### config.mk
export PLATFORM = sky130hd
export DESIGN_NAME = aes_ctrl
export DESIGN_NICKNAME = d
export VERILOG_FILES = /design/src/rtl/aes_pkg.sv /design/src/rtl/aes_ctrl.sv
export SDC_FILE = /design/constraint.sdc
export NUM_CORES = 1
export LEC_CHECK = 0
export BUFFER_PORTS_ARGS = -buffer_cell sky130_fd_sc_hd__buf_4
export CELL_PAD_IN_SITES_DETAIL_PLACEMENT = 1
export CELL_PAD_IN_SITES_GLOBAL_PLACEMENT = 1
export CORE_MARGIN = 4
export CORE_UTILIZATION = 35
export CTS_BUF_LIST = sky130_fd_sc_hd__clkbuf_8
export CTS_CLUSTER_SIZE = 12
export DETAILED_ROUTE_END_ITERATION = 10
export PLACE_DENSITY = 0.93
export SLEW_MARGIN = 20
export SYNTH_ARGS = -nofsm -noshare
export SYNTH_HDL_FRONTEND = slang
export SYNTH_SLANG_ARGS = --single-unit
### constraint.sdc
create_clock -name clk -period 2.55 [get_ports clk]
set_clock_uncertainty 0.1 [all_clocks]
set_input_delay 0.3825 -clock clk [delete_from_list [all_inputs] [get_ports clk]]
set_output_delay 0.3825 -clock clk [all_outputs]
set_load 0.005 [all_outputs]
### src/rtl/aes_pkg.sv
// Shared AES-128 types: command opcodes and the 32-bit word used on control/key buses.
package aes_pkg;

    typedef enum logic [2:0] {
        NOOP            = 3'd0,
        AESENC          = 3'd1,
        AESENCLAST      = 3'd2,
        AESDEC          = 3'd3,
        AESDECLAST      = 3'd4,
        AESIMC          = 3'd5,
        AESKEYGENASSIST = 3'd6,
        AESENCFULL      = 3'd7
    } opcode;

    typedef logic [31:0] aes_32;

endpackage

### src/rtl/aes_ctrl.sv
// Sequencing FSM for the AES-128 core: decodes a command and strobes the round datapath,
// S-box mux and key generator. Outputs are a decode of state, round count and latched opcode.
module aes_ctrl
    import aes_pkg::*;
#(
    parameter int unsigned NR = 10
) (
    input  logic  clk,
    input  logic  nrst,
    input  logic  start_i,
    input  opcode opcode_i,
    output logic  full_enc_o,
    output logic  zero_rnd_o,
    output logic  key_sel_o,
    output logic  final_rnd_o,
    output logic  en_rnd_o,
    output logic  key_sub_o,
    output logic  en_key_o,
    output logic  gen_key_o,
    output logic  next_rnd_o,
    output logic  cipher_ready_o,
    output logic  key_ready_o,
    output logic  busy_o,
    output aes_32 r_con_ctrl_o
);

    localparam int unsigned RW = 4;

    typedef enum logic [2:0] {
        IDLE = 3'd0,
        INIT = 3'd1,
        KEY  = 3'd2,
        RND  = 3'd3,
        DONE = 3'd4
    } state_t;

    state_t        state_q, state_d;
    logic [RW-1:0] rnd_q, rnd_d;
    opcode         op_q, op_d;

    // Round constant; index 0 serves the single KEYGENASSIST op, which uses rcon = 01.
    function automatic logic [7:0] rcon_of(input logic [RW-1:0] r);
        case (r)
            4'd0, 4'd1: rcon_of = 8'h01;
            4'd2:       rcon_of = 8'h02;
            4'd3:       rcon_of = 8'h04;
            4'd4:       rcon_of = 8'h08;
            4'd5:       rcon_of = 8'h10;
            4'd6:       rcon_of = 8'h20;
            4'd7:       rcon_of = 8'h40;
            4'd8:       rcon_of = 8'h80;
            4'd9:       rcon_of = 8'h1B;
            4'd10:      rcon_of = 8'h36;
            default:    rcon_of = 8'h00;
        endcase
    endfunction

    always_ff @(posedge clk) begin
        if (!nrst) begin
            state_q <= IDLE;
            rnd_q   <= '0;
            op_q    <= NOOP;
        end else begin
            state_q <= state_d;
            rnd_q   <= rnd_d;
            op_q    <= op_d;
        end
    end

    always_comb begin
        state_d        = state_q;
        rnd_d          = rnd_q;
        op_d           = op_q;
        full_enc_o     = 1'b0;
        zero_rnd_o     = 1'b0;
        key_sel_o      = 1'b0;
        final_rnd_o    = 1'b0;
        en_rnd_o       = 1'b0;
        key_sub_o      = 1'b0;
        en_key_o       = 1'b0;
        gen_key_o      = 1'b0;
        next_rnd_o     = 1'b0;
        cipher_ready_o = 1'b0;
        key_ready_o    = 1'b0;
        busy_o         = 1'b0;
        r_con_ctrl_o   = '0;

        case (state_q)
            IDLE: begin
                if (start_i) begin
                    op_d  = opcode_i;
                    rnd_d = '0;
                    case (opcode_i)
                        AESENCFULL:         state_d = INIT;
                        AESENC, AESENCLAST: state_d = RND;
                        AESKEYGENASSIST:    state_d = KEY;
                        default:            state_d = IDLE;
                    endcase
                end
            end
            INIT: begin
                full_enc_o = 1'b1;
                zero_rnd_o = 1'b1;
                en_rnd_o   = 1'b1;
                busy_o     = 1'b1;
                rnd_d      = RW'(1);
                state_d    = KEY;
            end
            KEY: begin
                full_enc_o   = (op_q == AESENCFULL);
                key_sub_o    = 1'b1;
                gen_key_o    = 1'b1;
                en_key_o     = 1'b1;
                busy_o       = 1'b1;
                r_con_ctrl_o = {rcon_of(rnd_q), 24'h0};
                state_d      = (op_q == AESENCFULL) ? RND : DONE;
            end
            RND: begin
                en_rnd_o = 1'b1;
                busy_o   = 1'b1;
                state_d  = DONE;
                if (op_q == AESENCFULL) begin
                    full_enc_o  = 1'b1;
                    key_sel_o   = 1'b1;
                    next_rnd_o  = 1'b1;
                    final_rnd_o = (rnd_q == RW'(NR));
                    // Alternate back to key expansion until the last round has run.
                    if (rnd_q < RW'(NR)) begin
                        rnd_d   = rnd_q + RW'(1);
                        state_d = KEY;
                    end
                end else begin
                    final_rnd_o = (op_q == AESENCLAST);
                end
            end
            DONE: begin
                cipher_ready_o = (op_q != AESKEYGENASSIST);
                key_ready_o    = (op_q == AESKEYGENASSIST);
                state_d        = IDLE;
            end
            default: state_d = IDLE;
        endcase
    end

endmodule

Yosys cells after proc, flatten, opt, wreduce, memory -nomap -nowiden
Memory sizes are Yosys's and may differ from the RTL's. A register that Yosys moved wholly into a read port is not among the register bits.
Cells that the tools add are included.
- register bits: 10
- bits in read-only memories: 128
- input port bits: 6
- output and inout bits: 44
- logic and storage cells: 53
- memories: 1
- add/sub/neg operators: 1
- order comparisons: 1
- equality and inequality tests: 16
- muxes and demuxes: 24
- reduce and logical (&&, ||, !) cells: 7
- memories (name ; depth ; width ; rd ports ; clocked after Yosys merged registers in ; wr ports ; line ; source):
    (no name shown) ; 16 ; 8 ; 1 ; 1 ; 0 ; aes_ctrl.sv:43 ; case (r)
- operator list (kind ; number):
    two-way mux 32 bit ; 1
    two-way mux 4 bit ; 5
    equality test 3 bit, second input constant ; 5
    equality test 3 x 2 -> 1 bit, second input constant ; 4
    two-way mux 3 bit ; 4
    one-hot mux 3 bit (4 select lines) ; 1
    one-hot mux 4 bit (3 select lines) ; 1
    two-way mux 1 bit ; 10
    equality test 3 x 1 -> 1 bit, second input constant ; 2
    inequality test 2 bit, second input constant ; 3
    one-hot mux 2 bit (3 select lines) ; 1
    adder 4 x 1 -> 4 bit, second input constant ; 1
    equality test 4 bit, second input constant ; 1
    less-than comparator 4 bit, second input constant ; 1
    AND reduction 4 bit ; 1
    OR reduction 2 bit ; 2
    zero test 3 bit ; 1
    inequality test 3 bit, second input constant ; 1
    one-hot mux 1 bit (3 select lines) ; 1
    nonzero test 3 bit ; 1
    OR reduction 3 bit ; 1
    AND reduction 2 bit ; 1

Depth between registers and ports, before layout
- word-level depth: 6
- gate-level depth with buffers: 9
- gate-level depth less buffers: 9

Worst setup path after synthesis
OpenSTA, ideal clock, no wires.
- path kind: register to register
- start point: register rnd_q[0]
- end point: register with a tool-made name
- library setup time: 62 ps
- data arrival time: 2194 ps
- required time: 2388 ps
- path slack: 193 ps
- stages on the path, launching flop included: 10
- buffers on the path: 0
- period minus slack after synthesis: 2357 ps
- path through: dfxtp_1 -> inv_1 -> ha_1 -> or4_4 -> o211ai_2 -> and2_4 -> inv_2 -> or3_4 -> mux2_2 -> nor2_2
- RTL lines (item ; line ; source):
    start: declaration ; aes_ctrl.sv:38 ; logic [RW-1:0] rnd_q, rnd_d;
    start signal: assignment ; aes_ctrl.sv:65 ; rnd_q <= rnd_d;

==> flow_summary.ini <==
[run_status]
status = finished clean

[worst_setup_path]
cpPeakStageDelay_ns = 0.55
crit_path_start_kind = flip-flop
crit_arrival_ns = 2.56
required_ns = 2.65
cp_slowest_cell = or4_4
reg2reg_depth = 9
cp-end-kind = flip-flop
cp_cell_sequence = inv_1 -> ha_1 -> or4_4 -> o211ai_4 -> and2_4 -> inv_2 -> or3_4 -> mux2_2 -> nor2_2
cp_max_fo = 3
path_class = reg -> reg

[final_layout]
filler_cell_count = 432
antenna_cells = 0
drive_gt1_share_pct = 25.7
fin_nets = 193
syn_to_final_growth_pct = 17.6
design_area_um2 = 1460

[sta]
slew_headroom_pct = 63.6
setup_violations = 0
grt_setup_unrepaired = false
tightest_slew_ns = 0.541
final.setup.tns_ns = 0
finalCriticalPeriod_ns = 2.46
finalHoldViolations = 0
slew_viol_final = 0
max_freq_ghz = 0.406
period_share_pct = 96.6

[routing]
dr.pass1.iters = 4
drc = 0
routedWlPerCell_um = 14.3
drt-vias-per-instance = 4.83
ant_nets = 0
vias = 1105
wirelength_um = 3270
drt_iter0_drc = 30

[placement]
place.gp.congestion = 0.827
hpwlAfterDp_um = 2360
placed_cell_area_um2 = 1370
placement.io_buffers = 25

[synthesis]
synth_common_cells = buf_4, dfxtp_1, nor2_1, and2_1
synth.area.top_cells = dfxtp_1, buf_4, and2_1
netlist.area_leader.share_pct = 29.0
synth_area_um2 = 1240
synthArstFlopShare_pct = 0
synth-seq-cells = 18
ys_seq_area_share_pct = 29.0
avgSynthCellArea_um2 = 7.91
syn_inst = 157
synth_cell_types = 44
synth-main-ff-cell = dfxtp_1
synth_edf_count = 0
yosysWarnings = 0
synth_top_area_cell = dfxtp_1
yosysMostFrequentCell = buf_4

[pwr]
fin_total_pwr_uw = 652
cellLeakagePower_uw = 0.000661
power_density_nw_per_um2 = 446
ir_drop_v = 0.000156

[floorplan]
die_area_um2 = 4560
die_x_um = 67.6
core-area_um2 = 3390
rows = 21
die-height_um = 67.6
io_pins = 50
start_util_pct = 36.6

[flow_run]
drv_cap = 0

[grt]
first_global_vias = 1082
grt_usage_pct = 14.4
grt_max_degree = 12
overflow = 0
antenna_found_initial = 0
grt_pass1_wl_um = 5070

[clocking]
cts_buffers = 3
cts_root_buf = clkbuf_8
clk_pin_slew_ns = 0.08
cts.sinks = 18
cts_buffer_depth = 2
cts_hold_buf = 0
clk_latency_ns = 0.26
htree_levels = 1
cts_tree = yes

[hold_path]
hold_path.class = in -> reg
whs_path_depth = 2
==> cells by family (layout without fill, tap and decap cells) <==
| kind of cell | after synthesis | count (layout) | synth area share (%) |
|---|---|---|---|
| simple gates | 57 | 57 | 26.0 |
| buf+inv | 42 | 45 | 21.1 |
| compound gates | 29 | 29 | 15.0 |
| flops | 18 | 18 | 29.0 |
| mux | 5 | 5 | 4.13 |
| fa+ha+maj | 3 | 3 | 3.02 |
| xor+xnor | 2 | 2 | 1.41 |
| other cells | 1 | 24 | 0.302 |
==> cells in the final DEF (no fill, tap or decap), types with 3 or more instances in the layout <==
cell and instances:
a21oi_1 5, o21a_1 3, nand2_1 8, and3_1 4, ha_1 3, inv_1 8
dfxtp_1 16, conb_1 24, clkbuf_8 4, buf_4 31, nor3_1 6, and2_1 9
nor2_1 14, mux2i_1 4, o21ai_0 8
==> what timing repair did <==
item / CTS / global route
gates resized for setup: 0 / 3
endpoints found under the setup margin: 0 / 1
setup buffers: 0 / 3
==> power breakdown <==
group	leakage (uW)	internal (uW)	total (uW)	switching, uW
logic	0.000486	46.4	111	64.6
registers	0.000147	289	299	10.2
clock network	0.0000288	137	241	104
==> critical path, delay by kind of cell, from the launching register on <==
family,cells,cell delay (ns)
DFF,1,0.34
and+or+nand+nor,4,1.18
AOI/OAI and AO/OA,1,0.09
buffers and inverters,2,0.12
muxes,1,0.27
adders and majority gates,1,0.29
==> layer usage <==
layer  track usage (%)  up-vias  wire length (um)  part of all wire, %
met3              1.16        7               167                  5.1
li1                  -      535                 -                    -
met4              6.08        0                63                  1.9
met1              18.6      525              1430                   44
met2              24.4       38              1610                   49
met5                 0        -                 0                    0
==> stage by stage <==
stage	hold slack, ns	cells	utilization [%]	setup slack (ns)
after detailed placement	0.480	222	40.5	0.0867
final	0.268	229	43.1	0.0863
after global routing	0.287	229	43.1	0.00538
after global placement	0.460	222	40.5	0.144
after floorplan	0.400	180	-	0.193
after CTS	0.279	226	42.1	0.0229
==> path summary, 6_finish.rpt <==
kind / to / from / slack, ns
hold / removal: rnd_q[0] / nrst / 0.27
setup reg to reg: flip-flop / rnd_q[0] / 0.09
hold reg to reg: state_q[1] / state_q[2] / 0.50
setup / recovery: flip-flop / rnd_q[0] / 0.09
==> area by class of cell <==
type / instances / area (um2) / share of cell area [%]
clock buffers: 4 / 55.1 / 3.77
inverters: 10 / 37.5 / 2.57
multi-input cells: 120 / 714 / 48.9
flip-flops and latches: 18 / 363 / 24.9
well taps: 46 / 57.6 / 3.94
repair buffers: 31 / 233 / 15.9
Note: power is estimated with default switching activity, not from simulation.
